--- src/rtl/alu_pipe.sv ---
// alu_pipe: single-issue ALU with a valid/ready request side and a valid/ready result side.
// Most ops finish in one cycle. With ALU_PIPE_MUL_EN defined, op 1010 runs an iterative
// shift-add multiplier for WIDTH cycles. Without the macro, op 1010 is an undefined op.
//
// Ports:
//   clk, rst_n            clock; asynchronous active-low reset
//   in_valid, in_ready    request handshake; a, b, op are captured on acceptance
//   a, b [WIDTH-1:0]      operands
//   op [3:0]              operation code
//   out_valid, out_ready  result handshake; result and flags hold while stalled
//   result [WIDTH-1:0]    registered result
//   zero, cout, ovf       registered flags
module alu_pipe #(
  parameter int unsigned WIDTH = 32
) (
  input  logic             clk,
  input  logic             rst_n,
  input  logic             in_valid,
  output logic             in_ready,
  input  logic [WIDTH-1:0] a,
  input  logic [WIDTH-1:0] b,
  input  logic [3:0]       op,
  output logic             out_valid,
  input  logic             out_ready,
  output logic [WIDTH-1:0] result,
  output logic             zero,
  output logic             cout,
  output logic             ovf
);

  localparam int unsigned ShW = $clog2(WIDTH);

  localparam logic [3:0] OpAnd  = 4'b0000;
  localparam logic [3:0] OpOr   = 4'b0001;
  localparam logic [3:0] OpAdd  = 4'b0010;
  localparam logic [3:0] OpSll  = 4'b0011;
  localparam logic [3:0] OpSrl  = 4'b0100;
  localparam logic [3:0] OpSra  = 4'b0101;
  localparam logic [3:0] OpSub  = 4'b0110;
  localparam logic [3:0] OpSlt  = 4'b0111;
  localparam logic [3:0] OpSltu = 4'b1000;
  localparam logic [3:0] OpXor  = 4'b1001;
  localparam logic [3:0] OpNor  = 4'b1100;

`ifdef ALU_PIPE_MUL_EN
  localparam logic [3:0] OpMul = 4'b1010;
  localparam int unsigned CntW = ShW + 1;
  typedef enum logic [1:0] {StIdle, StCalc, StDone} state_e;
`else
  typedef enum logic {StIdle, StDone} state_e;
`endif

  state_e           state_q, state_d;
  logic [WIDTH-1:0] result_q, result_d;
  logic             zero_q, zero_d;
  logic             cout_q, cout_d;
  logic             ovf_q, ovf_d;

`ifdef ALU_PIPE_MUL_EN
  logic [WIDTH-1:0] mcand_q, mcand_d;   // multiplicand, shifted left each step
  logic [WIDTH-1:0] mplier_q, mplier_d; // multiplier, shifted right each step
  logic [WIDTH-1:0] acc_q, acc_d;       // partial product
  logic [CntW-1:0]  cnt_q, cnt_d;
`endif

  // Single-cycle datapath
  logic             is_sub;
  logic [WIDTH-1:0] b_op;
  logic [WIDTH:0]   sum;
  logic [ShW-1:0]   shamt;
  logic [WIDTH-1:0] alu_res;
  logic             alu_cout;
  logic             alu_ovf;

  always_comb begin
    is_sub   = (op == OpSub);
    b_op     = is_sub ? ~b : b;
    // One adder serves ADD and SUB; carry-out of SUB is the inverted borrow.
    sum      = {1'b0, a} + {1'b0, b_op} + {{WIDTH{1'b0}}, is_sub};
    shamt    = b[ShW-1:0];
    alu_res  = '0;
    alu_cout = 1'b0;
    alu_ovf  = 1'b0;
    case (op)
      OpAnd:  alu_res = a & b;
      OpOr:   alu_res = a | b;
      OpXor:  alu_res = a ^ b;
      OpNor:  alu_res = ~(a | b);
      OpSll:  alu_res = a << shamt;
      OpSrl:  alu_res = a >> shamt;
      OpSra:  alu_res = $signed(a) >>> shamt;
      OpSlt:  alu_res = {{(WIDTH - 1){1'b0}}, ($signed(a) < $signed(b))};
      OpSltu: alu_res = {{(WIDTH - 1){1'b0}}, (a < b)};
      OpAdd, OpSub: begin
        alu_res  = sum[WIDTH-1:0];
        alu_cout = sum[WIDTH];
        alu_ovf  = (a[WIDTH-1] == b_op[WIDTH-1]) && (sum[WIDTH-1] != a[WIDTH-1]);
      end
      default: ;
    endcase
  end

  logic accept;

  always_comb begin
    in_ready  = (state_q == StIdle) || ((state_q == StDone) && out_ready);
    out_valid = (state_q == StDone);
    accept    = in_valid && in_ready;

    state_d  = state_q;
    result_d = result_q;
    cout_d   = cout_q;
    ovf_d    = ovf_q;
`ifdef ALU_PIPE_MUL_EN
    mcand_d  = mcand_q;
    mplier_d = mplier_q;
    acc_d    = acc_q;
    cnt_d    = cnt_q;
`endif

    case (state_q)
      StIdle: ;
      StDone: if (out_ready) state_d = StIdle;
`ifdef ALU_PIPE_MUL_EN
      StCalc: begin
        // WIDTH shift-add steps, then one cycle to publish the product.
        if (cnt_q == CntW'(WIDTH)) begin
          result_d = acc_q;
          cout_d   = 1'b0;
          ovf_d    = 1'b0;
          state_d  = StDone;
        end else begin
          if (mplier_q[0]) acc_d = acc_q + mcand_q;
          mcand_d  = mcand_q << 1;
          mplier_d = mplier_q >> 1;
          cnt_d    = cnt_q + CntW'(1);
        end
      end
`endif
      default: state_d = StIdle;
    endcase

    // Acceptance overrides the DONE->IDLE return for back-to-back issue.
    if (accept) begin
`ifdef ALU_PIPE_MUL_EN
      if (op == OpMul) begin
        mcand_d  = a;
        mplier_d = b;
        acc_d    = '0;
        cnt_d    = '0;
        state_d  = StCalc;
      end else begin
        result_d = alu_res;
        cout_d   = alu_cout;
        ovf_d    = alu_ovf;
        state_d  = StDone;
      end
`else
      result_d = alu_res;
      cout_d   = alu_cout;
      ovf_d    = alu_ovf;
      state_d  = StDone;
`endif
    end

    zero_d = (result_d == '0);
  end

  always_ff @(posedge clk or negedge rst_n) begin
    if (!rst_n) begin
      state_q  <= StIdle;
      result_q <= '0;
      zero_q   <= 1'b1;
      cout_q   <= 1'b0;
      ovf_q    <= 1'b0;
`ifdef ALU_PIPE_MUL_EN
      mcand_q  <= '0;
      mplier_q <= '0;
      acc_q    <= '0;
      cnt_q    <= '0;
`endif
    end else begin
      state_q  <= state_d;
      result_q <= result_d;
      zero_q   <= zero_d;
      cout_q   <= cout_d;
      ovf_q    <= ovf_d;
`ifdef ALU_PIPE_MUL_EN
      mcand_q  <= mcand_d;
      mplier_q <= mplier_d;
      acc_q    <= acc_d;
      cnt_q    <= cnt_d;
`endif
    end
  end

  assign result = result_q;
  assign zero   = zero_q;
  assign cout   = cout_q;
  assign ovf    = ovf_q;

endmodule
--- config.mk ---
export PLATFORM = sky130hd
export DESIGN_NAME = alu_pipe
export DESIGN_NICKNAME = d
export VERILOG_FILES = /design/src/rtl/alu_pipe.sv
export SDC_FILE = /design/constraint.sdc
export NUM_CORES = 1
export LEC_CHECK = 0
export CORE_MARGIN = 4
export CORE_UTILIZATION = 40
export CTS_CLUSTER_SIZE = 20
export DETAILED_ROUTE_END_ITERATION = 16
export HOLD_SLACK_MARGIN = 0.02
export PLACE_DENSITY = 0.55
export SLEW_MARGIN = 0
export SYNTH_ARGS = -nofsm -noshare
export SYNTH_HDL_FRONTEND = slang
export SYNTH_SLANG_ARGS = --single-unit
--- constraint.sdc ---
create_clock -name clk -period 7.4 [get_ports clk]
set_input_delay 1.48 -clock clk [delete_from_list [all_inputs] [get_ports clk]]
set_output_delay 1.48 -clock clk [all_outputs]
set_load 0.02 [all_outputs]
; Yosys cells after proc, flatten, opt, wreduce, memory -nomap -nowiden
; Cells that the tools add are included.
[op_classes]
order_cmp = 2
add_sub_neg = 2
n_bitwise = 6
n_eq_ne = 12
mux = 8
n_reduce_logical = 7
n_shift = 3
[op_table]
columns = operator, n
row1 = case mux 32 bit (10 select lines), 1
row2 = less-than comparator 32 bit, 2
row3 = 2-to-1 mux 32 bit, 2
row4 = NOT 32 bit, 2
row5 = adder 32 x 32 -> 33 bit, 1
row6 = adder 33 x 1 -> 33 bit, 1
row7 = AND 32 bit, 1
row8 = zero test 32 bit, 1
row9 = bitwise OR 32 bit, 1
row10 = left shift 32 x 5 -> 32 bit, 1
row11 = >> shifter 32 x 5 -> 32 bit, 1
row12 = >>> shifter 32 x 5 -> 32 bit, 1
row13 = bitwise XOR 32 bit, 1
row14 = == test 4 x 3 -> 1 bit (second input constant), 4
row15 = == test 4 bit (second input constant), 3
row16 = == test 4 x 2 -> 1 bit (second input constant), 2
row17 = 2-to-1 mux 1 bit, 5
row18 = == test 4 x 1 -> 1 bit (second input constant), 1
row19 = zero test 4 bit, 1
row20 = logical AND 1 bit, 3
row21 = OR reduction 2 bit, 1
row22 = == test 1 bit, 1
row23 = logical OR 1 bit, 1
row24 = != test 1 bit, 1
row25 = NOT 1 bit, 1
[totals]
in_bits = 72
output_inout_bits = 37
wordCells = 45
ff_bits = 36

; Depth between registers and ports, before layout
; Gate-level depths: netlist (run 1).
[logic_depth]
word_depth = 7
depth_mapped = 19
ltp_nobuf = 14

; Least setup slack after synthesis (run 1)
; Ideal clock, no wire load.
[synth_path]
kind = input to register
start = input b[1]
end = register zero_q (netlist: zero)
setup_ns = 0.089
n_path_buf = 5
required_ns = 7.311
path_slack_ns = 1.631
path_stages = 19
arrival_time_ns = 5.679
path_cell_list = buf_4 clkinv_1 buf_2 clkbuf_1 buf_2 buf_2 xnor2_1 inv_1 fa_1 nand3b_1 a21bo_2 a21oi_1 o211ai_1 o21ai_0 a41o_1 xnor2_1 o21ai_0 or4_1 nor4b_2
[synth_via]
elab_chain_len = 7
word_cells_on_any_way = 16
cone_classes = add/sub: 2 / order compare: 2 / shift: 3 / mux: 3 / bitwise: 5 / reduce/logical: 1
[synth_rtl]
columns = element, line
row1 = start: declaration, 21  ; input logic [WIDTH-1:0] b,
row2 = NOT 32 bit, 77  ; b_op = is_sub ? ~b : b;
row3 = 2-to-1 mux 32 bit, 77
row4 = adder 32 x 32 -> 33 bit, 79  ; sum = {1'b0, a} + {1'b0, b_op} + {{WIDTH{1'b0}}, is_sub};
row5 = adder 33 x 1 -> 33 bit, 79
row6 = case mux 32 bit (10 select lines) (*), 84  ; case (op)
row7 = 2-to-1 mux 32 bit (*), 144  ; if (accept) begin
row8 = via result_d[28], 54  ; logic [WIDTH-1:0] result_q, result_d;
row9 = zero test 32 bit (*), 166  ; zero_d = (result_d == '0);
row10 = via zero_d, 55  ; logic zero_q, zero_d;
row11 = end signal: assignment, 185  ; zero_q <= zero_d;
row12 = end: declaration, 55
; The timed path passes the listed nets; every way through them passes the cells marked *.
; A chain may end at the register's enable or synchronous reset.

; Final worst setup path (run 1)
[layout_path]
start = input op[2]
end = register zero_q (netlist: zero)
[layout_via]
elab_chain_len = 7
word_cells_on_any_way = 18
cone_classes = add/sub: 2 / eq/ne: 10 / mux: 3 / reduce/logical: 3
[layout_rtl]
columns = element, line
row1 = start: declaration, 22  ; input logic [3:0] op,
row2 = == test 4 x 3 -> 1 bit, "76, 84"
row3 = 2-to-1 mux 32 bit, 77
row4 = adder 32 x 32 -> 33 bit, 79
row5 = adder 33 x 1 -> 33 bit, 79
row6 = case mux 32 bit (10 select lines) (*), 84
row7 = 2-to-1 mux 32 bit (*), 144
row8 = via result_d[11], 54
row9 = zero test 32 bit (*), 166
row10 = via zero_d, 55
; Marks and branches as above.

==> results of run 1 <==
-- cells in the mapped netlist (8+ instances only) --
library cell	number
o211ai_1	21
dfrtp_1	35
a21o_1	8
a222oi_1	8
nor4_1	13
xnor2_1	41
and2_1	9
inv_1	91
mux4_2	50
nand3_1	27
o221ai_1	9
nand2b_1	25
buf_1	13
nor3_1	26
a221oi_1	16
a211oi_1	18
nor2b_1	13
or3_1	8
nor3b_1	9
nand2_1	170
buf_2	22
clkbuf_1	60
mux2i_1	48
a22o_1	8
ha_1	136
mux2_2	25
o22ai_1	16
a21oi_1	95
a22oi_1	24
nor2_1	113
o31ai_1	9
o2111ai_1	10
a31oi_1	21
nand4_1	9
a221o_1	10
o21ai_0	67
-- critical path, stage by stage --
cell             delay [ns]
clkdlybuf4s50_1        0.52
and4bb_2               0.61
xnor2_1                0.21
ha_1                   0.29
a311o_1                0.37
a31oi_2                0.33
o21ai_0                0.29
a221oi_1               0.50
mux2i_1                0.16
o31a_1                 0.27
or4_1                  0.54
nor4_2                 0.41
nand4b_1               0.24
nor4b_2                0.25
-- per-layer routing --
| metal | global-route usage, % | wire length, um | vias to the layer above | part of all wire [%] |
|---|---|---|---|---|
| li1 | - | - | 5537 | - |
| met1 | 48.97 | 23630 | 6215 | 41 |
| met2 | 57.43 | 25730 | 817 | 44 |
| met3 | 7.248 | 5586 | 143 | 9.7 |
| met4 | 15.48 | 2931 | 0 | 5.1 |
| met5 | 0 | 0 | - | 0 |
-- where the power goes --
part	total, mW	switching (mW)	internal (mW)
clock	0.257	0.0976	0.159
sequential	0.239	0.0208	0.219
combinational	0.974	0.603	0.371
total	1.47	0.721	0.749
-- worst min-delay path by stage --
stage | start | end | slack [ns] | cells past startpoint
2_1_floorplan | ovf | ovf | 0.59 | 2
3_3_place_gp | cout | cout | 0.47 | 2
3_5_place_dp | ovf | ovf | 0.48 | 2
4_1_cts | ovf | ovf | 0.50 | 2
5_1_grt | ovf | ovf | 0.52 | 2
6_report | ovf | ovf | 0.49 | 2
-- through the flow --
stage / cells / hold slack [ns] / instance area (um2)
final: 1870 / 0.4926 / 12770
after global routing: 1870 / 0.5217 / 12770
after CTS: 1870 / 0.5030 / 12770
after global placement: 1862 / 0.4737 / 12610
after floorplan: 1435 / 0.5925 / 11130
after detailed placement: 1862 / 0.4810 / 12610
-- area by class of cell --
| type | count | area (um2) | area share [%] |
|---|---|---|---|
| multi-input combinational | 1202 | 9439 | 73.91 |
| sequential | 36 | 902.1 | 7.064 |
| clock inverter | 2 | 35.03 | 0.2743 |
| clock buffer | 6 | 128.9 | 1.009 |
| tap | 372 | 465.4 | 3.645 |
| inverter | 93 | 349.1 | 2.733 |
| timing repair buffer | 159 | 1451 | 11.36 |
-- state kept, by name, indices dropped and copies added (netlist names) --
signal,cells
ovf,1
cout,1
zero,1
result,32
out_valid,1
-- logic make-up (layout without fill, tap and decap cells) --
| group | Yosys count | in the layout | synth area share (%) |
|---|---|---|---|
| and+or+nand+nor | 470 | 470 | 20.73 |
| AOI/OAI and AO/OA | 418 | 418 | 26.14 |
| xor gates and xnor gates | 48 | 48 | 3.779 |
| buffers and inverters | 197 | 260 | 7.524 |
| DFF | 36 | 36 | 8.108 |
| muxes | 129 | 129 | 18.25 |
| adders and majority gates | 137 | 137 | 15.47 |
==> flow_summary.ini, run 1 <==
[global_routing]
grt_max_degree = 62
number_of_antenna_violations_at_the_first_check_in_global_routing = 0
grt_usage_pct = 36.52
wire_length_of_the_first_global_routing_pass_um = 84330
global_route.overflow_total = 0
number_of_global_route_vias_before_repair = 12390

[critical_path]
crit-reg2reg-capture = zero
worst-r2r-setup-slack_ns = 3.58
critical_path_required_ns = 7.61
worst_setup_path_end_kind = register
setup.worst_path.start = op[2]
r2r.worst_path.cells = 10
critPathLaunchType = input pin
critical_path.reg2reg.startpoint = out_valid
worst-endpoint-arrival_ns = 6.48
path_class = in2reg
crit_end = zero
crit_fanout = 15

[min_path]
min_path_type = reg2reg

[cts]
cts_root_buffer = clkbuf_16
cts_htree_levels = 2
clk-insertion-delay-late_ns = 0.29
cts_post_setup_buffers_inserted = 0
numClockSinks = 36
cts.path.max_buffers = 2
clkSlewWorstSetupHoldPaths_ns = 0.07
post_cts_resize_count = 0
clock_tree_from_tritoncts = done
cts_hold_buffers = 0
number_of_clock_buffers_inserted_by_tritoncts = 5

[route]
ant_nets = 0
post_drt_via_cell_ratio = 6.798
wl_per_cell_um = 30.95
first_drt_pass_iteration_count = 6
drtIter0Drc = 1842
remaining_drc_errors = 0
detail_route.wirelength_um = 57870
detailroute.via_count = 12710

[finish]
syn2layout_area_growth_pct = 14.79
fraction_of_final_layout_cells_sized_beyond_drive_strength_1_pct = 11.82
postLayoutCoreUtil_pct = 46.99
final.fill_count = 2784
commonest_non_fill_non_tap_cell_in_the_layout = nand2_1
finish.net_count = 1706
layout.cells.most_common_list = nand2_1 (169), ha_1 (136), nor2_1 (113), clkdlybuf4s50_1 (102), a21oi_1 (95)
insertedDiodeCount = 0

[floorplan]
chip_width_um = 174.8
start_util_pct = 40.94
ioPinCount = 109
placement_row_count = 60
floorplan.die_area_um2 = 30550
core_area_um2 = 27180
die_height_um = 174.8

[sta]
period_minus_slack_ns = 6.278
finalSetupViolCount = 0
fin_tns_setup_ns = 0
finalCritPeriodShare_pct = 84.83
rsz0062_at_grt = no
skew_ns = 0.007845
post-route-worst-setup-slack_ns = 1.122
max-slew-margin-rel_pct = 28.65
slew_violations = 0
max_clock_freq_ghz = 0.1593
final-hold-violation-count = 0
worst_pin_slew_ns = 1.062

[logic_synthesis]
syn_area_um2 = 11130
synth_top_area_share_pct = 15.29
synthesis.nets = 1644
synth.yosys.seq_area_share_pct = 8.108
synth_edf_count = 0
synth.top_cells.by_area = ha_1 (15%), mux4_2 (10%), dfrtp_1 (7.9%)
largest_area_contributor_in_the_netlist = ha_1
synth_ff_type = dfrtp_1
synth.lib_cells_used.distinct = 92
synth.avg_cell_area_um2 = 7.753
synthesis.instances = 1435
synth_async_sr_flop_share_pct = 100.0
synth.yosys.warnings = 0
synth.ff_latch_count = 36

[pwr]
power.density_cell_area_nw_per_um2 = 115.1
vdd_ir_drop_max_mv = 0.06765
fin_total_pwr_mw = 1.470
power.leakage_nw = 5.263

[placement]
io_buffer_count = 108
detailedPlacementHpwl_um = 45220
placement.setup.worst_slack_ns = 0.9307
gp_congestion = 1.027

[run_status]
run_status = completed

[job]
drv.max_cap_violation_count = 0
Note: power is estimated with default switching activity, not from simulation.
==> run 2, diff against run 1 <==
==> constraint.sdc (replaced) <==
create_clock -name clk -period 5.96 [get_ports clk]
set_input_delay 1.192 -clock clk [delete_from_list [all_inputs] [get_ports clk]]
set_output_delay 1.192 -clock clk [all_outputs]
set_load 0.02 [all_outputs]
==> run 2 against run 1 <==
Against the previous run: final cell count increased by 2.7%; count of clock-buffer cells in the layout unchanged; global-route usage increased by 0.77 points; sequential share of layout area decreased by 0.21 points; worst setup slack got worse by 0.97 ns; total power increased by 24%; critical path type unchanged; largest cell class unchanged; largest power group unchanged.
==> flow_summary.ini, run 2 (synthesized netlist as in run 1, its figures left out) <==
[route]
drtIter0Drc = 1978
remaining_drc_errors = 0
first_drt_pass_iteration_count = 6
wl_per_cell_um = 30.75
detailroute.via_count = 12990
detail_route.wirelength_um = 59060
post_drt_via_cell_ratio = 6.761
ant_nets = 0

[sta]
final-hold-violation-count = 0
skew_ns = 0.006778
max-slew-margin-rel_pct = 29.85
max_clock_freq_ghz = 0.1721
finalSetupViolCount = 0
finalCritPeriodShare_pct = 97.48
rsz0062_at_grt = no
slew_violations = 0
worst_pin_slew_ns = 1.038
fin_tns_setup_ns = 0
period_minus_slack_ns = 5.810

[cts]
clkSlewWorstSetupHoldPaths_ns = 0.06
cts_root_buffer = clkbuf_16
clk-insertion-delay-late_ns = 0.30
numClockSinks = 36
post_cts_resize_count = 0
cts_hold_buffers = 0
cts.path.max_buffers = 2
number_of_clock_buffers_inserted_by_tritoncts = 5
clock_tree_from_tritoncts = done
cts_post_setup_buffers_inserted = 0
cts_htree_levels = 2

[run_status]
run_status = completed

[critical_path]
path_class = in2reg
critPathLaunchType = input pin
worst-endpoint-arrival_ns = 6.01
timing.critical_path.slowest_cell_delay_ns = 0.59
crit_fanout = 21
worst_setup_path_end_kind = register
critical_path_required_ns = 6.17
slowest_stage = a2111oi_0
crit_chain = clkdlybuf4s50_1, and4bb_2, buf_12, xnor2_1, ha_1, nand2_1, a2111oi_0, buf_4, a21oi_1, a311oi_1, or3_1, o41ai_1, or4b_4, nor4_2, nand4b_1, nor4b_2
critical_path_buf_inv_count = 3
critical_path.top_delay_family = simple AND/OR/NAND/NOR gates

[pwr]
p_sw_share_pct = 49.45
fin_total_pwr_mw = 1.825
power.density_cell_area_nw_per_um2 = 138.7
pwr-share-seq_pct = 16.3
vdd_ir_drop_max_mv = 0.1113
p_int_mw = 0.9225
power.leakage_nw = 5.507
power.combinational.fraction_pct = 68.1
clockPowerShare_pct = 15.6
switching_power_mw = 0.9025

[global_routing]
wire_length_of_the_first_global_routing_pass_um = 86210
number_of_global_route_vias_before_repair = 12460
grt_max_degree = 52
global_route.overflow_total = 0
number_of_antenna_violations_at_the_first_check_in_global_routing = 0
grt_usage_pct = 37.29

[finish]
max_reg_flops = 32
commonest_non_fill_non_tap_cell_in_the_layout = nand2_1
syn2layout_area_growth_pct = 18.25
postLayoutCoreUtil_pct = 48.41
post-route-cell-area_um2 = 13160
final.fill_count = 2792
layout.cells.most_common_list = nand2_1 (169), ha_1 (136), nor2_1 (113), clkdlybuf4s50_1 (102), buf_4 (102)
finish.net_count = 1757
fraction_of_final_layout_cells_sized_beyond_drive_strength_1_pct = 14.85
finalNonFillerCells = 1921
insertedDiodeCount = 0
layout.area.seq_um2 = 902.1
multi_input_area_um2 = 9444

[floorplan]
chip_width_um = 174.8
placement_row_count = 60
floorplan.die_area_um2 = 30550
die_height_um = 174.8
ioPinCount = 109
core_area_um2 = 27180
start_util_pct = 40.94

[placement]
placement.cell_area_um2 = 13010
post-place-cells = 1913
detailedPlacementHpwl_um = 47470
io_buffer_count = 108
gp_congestion = 1.037

[min_path]
min_path_type = reg2reg

[job]
drv.max_cap_violation_count = 0
## run 2: power by group through the flow
stage	logic, mW	clock network, mW	registers [mW]
final	1.24	0.285	0.298
after global routing	1.31	0.296	0.301
after CTS	1.21	0.284	0.298
after detailed placement	1.20	0	0.302
after global placement	1.21	0	0.302
after floorplan	0.681	0	0.325
## run 2: path summary, 6_finish.rpt
check                      startpoint         to  slack (ns)  depth (start not counted)
max reg2reg                 out_valid       zero        2.33                         10
max                             op[2]       zero        0.15                         16
min reg2reg                       ovf        ovf        0.49                          2
min                               ovf        ovf        0.49                          2
max in group asynchronous       rst_n  result[9]        4.27                          1
min in group asynchronous       rst_n       cout        1.04                          1
## run 2: cell type report
cell class,instances,share of cell area (%)
tap,372,3.538
sequential,36,6.857
inverter,93,2.653
timing repair buffer,210,14.04
clock buffer,6,1.056
clock inverter,2,0.07608
multi-input combinational,1202,71.78
## run 2: layer usage
layer | GRT usage [%] | routed length [um] | vias to the layer above
met5 | 0 | 0 | -
met4 | 16.01 | 3172 | 0
met3 | 6.361 | 5922 | 150
met2 | 57.60 | 25690 | 899
met1 | 51.41 | 24280 | 6301
li1 | - | - | 5637
## run 2: stage by stage
step | setup WS, ns | hold slack (ns)
after floorplan | 0.4794 | 0.5925
after detailed placement | 0.02519 | 0.4745
final | 0.1504 | 0.4895
after global routing | 0.1099 | 0.5380
after CTS | 0.3411 | 0.4943
after global placement | 0.1449 | 0.4688
## run 2: tightest hold or removal path, cell delays in order, from the launching register on
cell and delay, ns:
dfrtp_1 0.35, nand2_1 0.05, o31ai_1 0.05
==> run 3, diff against run 2 <==
--- a/config.mk
+++ b/config.mk
@@ -6,11 +6,11 @@
 export NUM_CORES = 1
 export LEC_CHECK = 0
 export CORE_MARGIN = 4
-export CORE_UTILIZATION = 40
+export CORE_UTILIZATION = 61
 export CTS_CLUSTER_SIZE = 20
 export DETAILED_ROUTE_END_ITERATION = 16
 export HOLD_SLACK_MARGIN = 0.02
-export PLACE_DENSITY = 0.55
+export PLACE_DENSITY = 0.8
 export SLEW_MARGIN = 0
 export SYNTH_ARGS = -nofsm -noshare
 export SYNTH_HDL_FRONTEND = slang
==> run 3 against run 2 <==
Against the previous run: clock power grew 4%; wire length down 14%; register-to-register slack got worse by 0.02 ns; count of clock-buffer cells in the layout rose by 1; sequential cell count did not move; critical path depth down 1; total power fell by 1.8%; die area decreased by 33%; clock skew rose by 0.0042 ns; final cell count down 9.2%.
==> flow_summary.ini, run 3 (synthesized netlist as in run 1, its figures left out) <==
[run_status]
run_status = completed

[route]
first_drt_pass_iteration_count = 8
drtIter0Drc = 2110
wl_per_cell_um = 29.12
detail_route.wirelength_um = 50790
post_drt_via_cell_ratio = 7.616
detailroute.via_count = 13280
remaining_drc_errors = 0
ant_nets = 0

[sta]
skew_ns = 0.01097
finalCritPeriodShare_pct = 95.69
max-slew-margin-rel_pct = 18.79
period_minus_slack_ns = 5.703
max_clock_freq_ghz = 0.1753
slew_violations = 0
post-route-worst-setup-slack_ns = 0.2569
hold_slack_ns = 0.4911
finalSetupViolCount = 0
worst_pin_slew_ns = 1.218
final-hold-violation-count = 0
rsz0062_at_grt = no

[critical_path]
slowest_stage = a2111oi_1
worst_setup_path_end_kind = register
timing.critical_path.slowest_cell_delay_ns = 0.64
crit_fanout = 10
worst-endpoint-arrival_ns = 5.91
path_class = in2reg
critical_path_required_ns = 6.16
crit_chain = clkdlybuf4s50_1, and4bb_2, buf_4, xnor2_1, ha_1, nand2_1, a2111oi_1, a21oi_1, a31o_1, and4_1, or3_4, or4b_4, nor4_2, nand4b_1, nor4b_2
critPathLaunchType = input pin

[cts]
cts.path.max_buffers = 2
clock_tree_from_tritoncts = done
number_of_clock_buffers_inserted_by_tritoncts = 5
clk-insertion-delay-late_ns = 0.30
cts_root_buffer = clkbuf_16
cts_htree_levels = 2
cts_post_setup_buffers_inserted = 0
clkSlewWorstSetupHoldPaths_ns = 0.07
numClockSinks = 36

[global_routing]
number_of_antenna_violations_at_the_first_check_in_global_routing = 0
global_route.overflow_total = 0
wire_length_of_the_first_global_routing_pass_um = 75000
number_of_global_route_vias_before_repair = 12460
grt_max_degree = 67
grt_usage_pct = 47.98

[placement]
post-place-cells = 1737
placement.setup.worst_slack_ns = -0.03603
detailedPlacementHpwl_um = 39400
gp_congestion = 1.193
io_buffer_count = 108

[pwr]
power.leakage_nw = 5.344
switching_power_mw = 0.8758
clockPowerShare_pct = 16.5
p_int_mw = 0.9164
power.density_cell_area_nw_per_um2 = 140.8
p_sw_share_pct = 48.87
pwr-share-seq_pct = 16.6
vdd_ir_drop_max_mv = 0.1608
power.combinational.fraction_pct = 66.9

[job]
drv.max_cap_violation_count = 0

[floorplan]
start_util_pct = 61.93
floorplan.die_area_um2 = 20460
core_area_um2 = 17960
die_height_um = 143.1
ioPinCount = 109
chip_width_um = 143.1
placement_row_count = 49

[finish]
insertedDiodeCount = 0
commonest_non_fill_non_tap_cell_in_the_layout = nand2_1
fraction_of_final_layout_cells_sized_beyond_drive_strength_1_pct = 12.81
finalNonFillerCells = 1744
layout.cells.most_common_list = nand2_1 (169), ha_1 (136), nor2_1 (113), clkdlybuf4s50_1 (102), a21oi_1 (95)
final.fill_count = 1519
max_reg_flops = 32
finish.net_count = 1724
syn2layout_area_growth_pct = 14.42

[min_path]
min_path_type = reg2reg
## run 3: final timing paths
check	startpoint	endpoint	slack [ns]	cells past startpoint
setup / recovery	op[0]	zero	0.26	15
hold / removal	ovf	ovf	0.49	2
setup reg to reg	out_valid	zero	2.31	11
hold reg to reg	ovf	ovf	0.49	2
max in group asynchronous	rst_n	out_valid	4.32	1
min in group asynchronous	rst_n	result[7]	1.03	1
## run 3: timing repair
| action | 4_1_cts | 5_1_grt |
|---|---|---|
| hold buffers | 0 | 0 |
| setup endpoints to repair | 0 | 1 |
| gates resized for setup | 0 | 1 |
## run 3: worst max-delay path: cells and delay by family
kind / cells / cell delay, ns
buffers and inverters: 2 / 0.68
AND/OR/NAND/NOR: 8 / 2.38
XOR/XNOR: 1 / 0.08
adder cells (fa/ha/maj): 1 / 0.35
AO/OA/AOI/OAI: 3 / 1.20
## run 3: power by group through the flow
stage / Clock, mW / Sequential, mW / Combinational [mW]
2_1_floorplan: 0 / 0.325 / 0.681
3_3_place_gp: 0 / 0.300 / 1.12
3_5_place_dp: 0 / 0.300 / 1.14
4_1_cts: 0.293 / 0.296 / 1.14
5_1_grt: 0.304 / 0.298 / 1.25
6_report: 0.295 / 0.298 / 1.20
## run 3: cell type report
cell class / count / area (um2) / area share (%)
multi-input combinational: 1202 / 9440 / 74.16
sequential: 36 / 902.1 / 7.087
clock buffer: 7 / 152.6 / 1.199
tap: 229 / 286.5 / 2.251
inverter: 93 / 349.1 / 2.742
timing repair buffer: 177 / 1599 / 12.56
## run 3: per-stage QoR
step	setup TNS (ns)	power (mW)	util (%)	area [um2]
floorplan	0	1.006	-	11130
global placement	0	1.422	70.01	12580
detailed placement	-0.03603	1.437	70.01	12580
CTS	0	1.733	70.86	12730
global route	0	1.851	70.86	12730
finish	0	1.792	70.86	12730
## run 3: layer usage
layer  part of all wire, %  up-vias  wire [um]  GRT usage [%]
li1                      -     5572          -              -
met1                    35     6139      17770          60.35
met2                    41     1269      21020          71.74
met3                    15      303       7485          15.14
met4                   8.9        0       4515          29.16
met5                     0        -          0              0
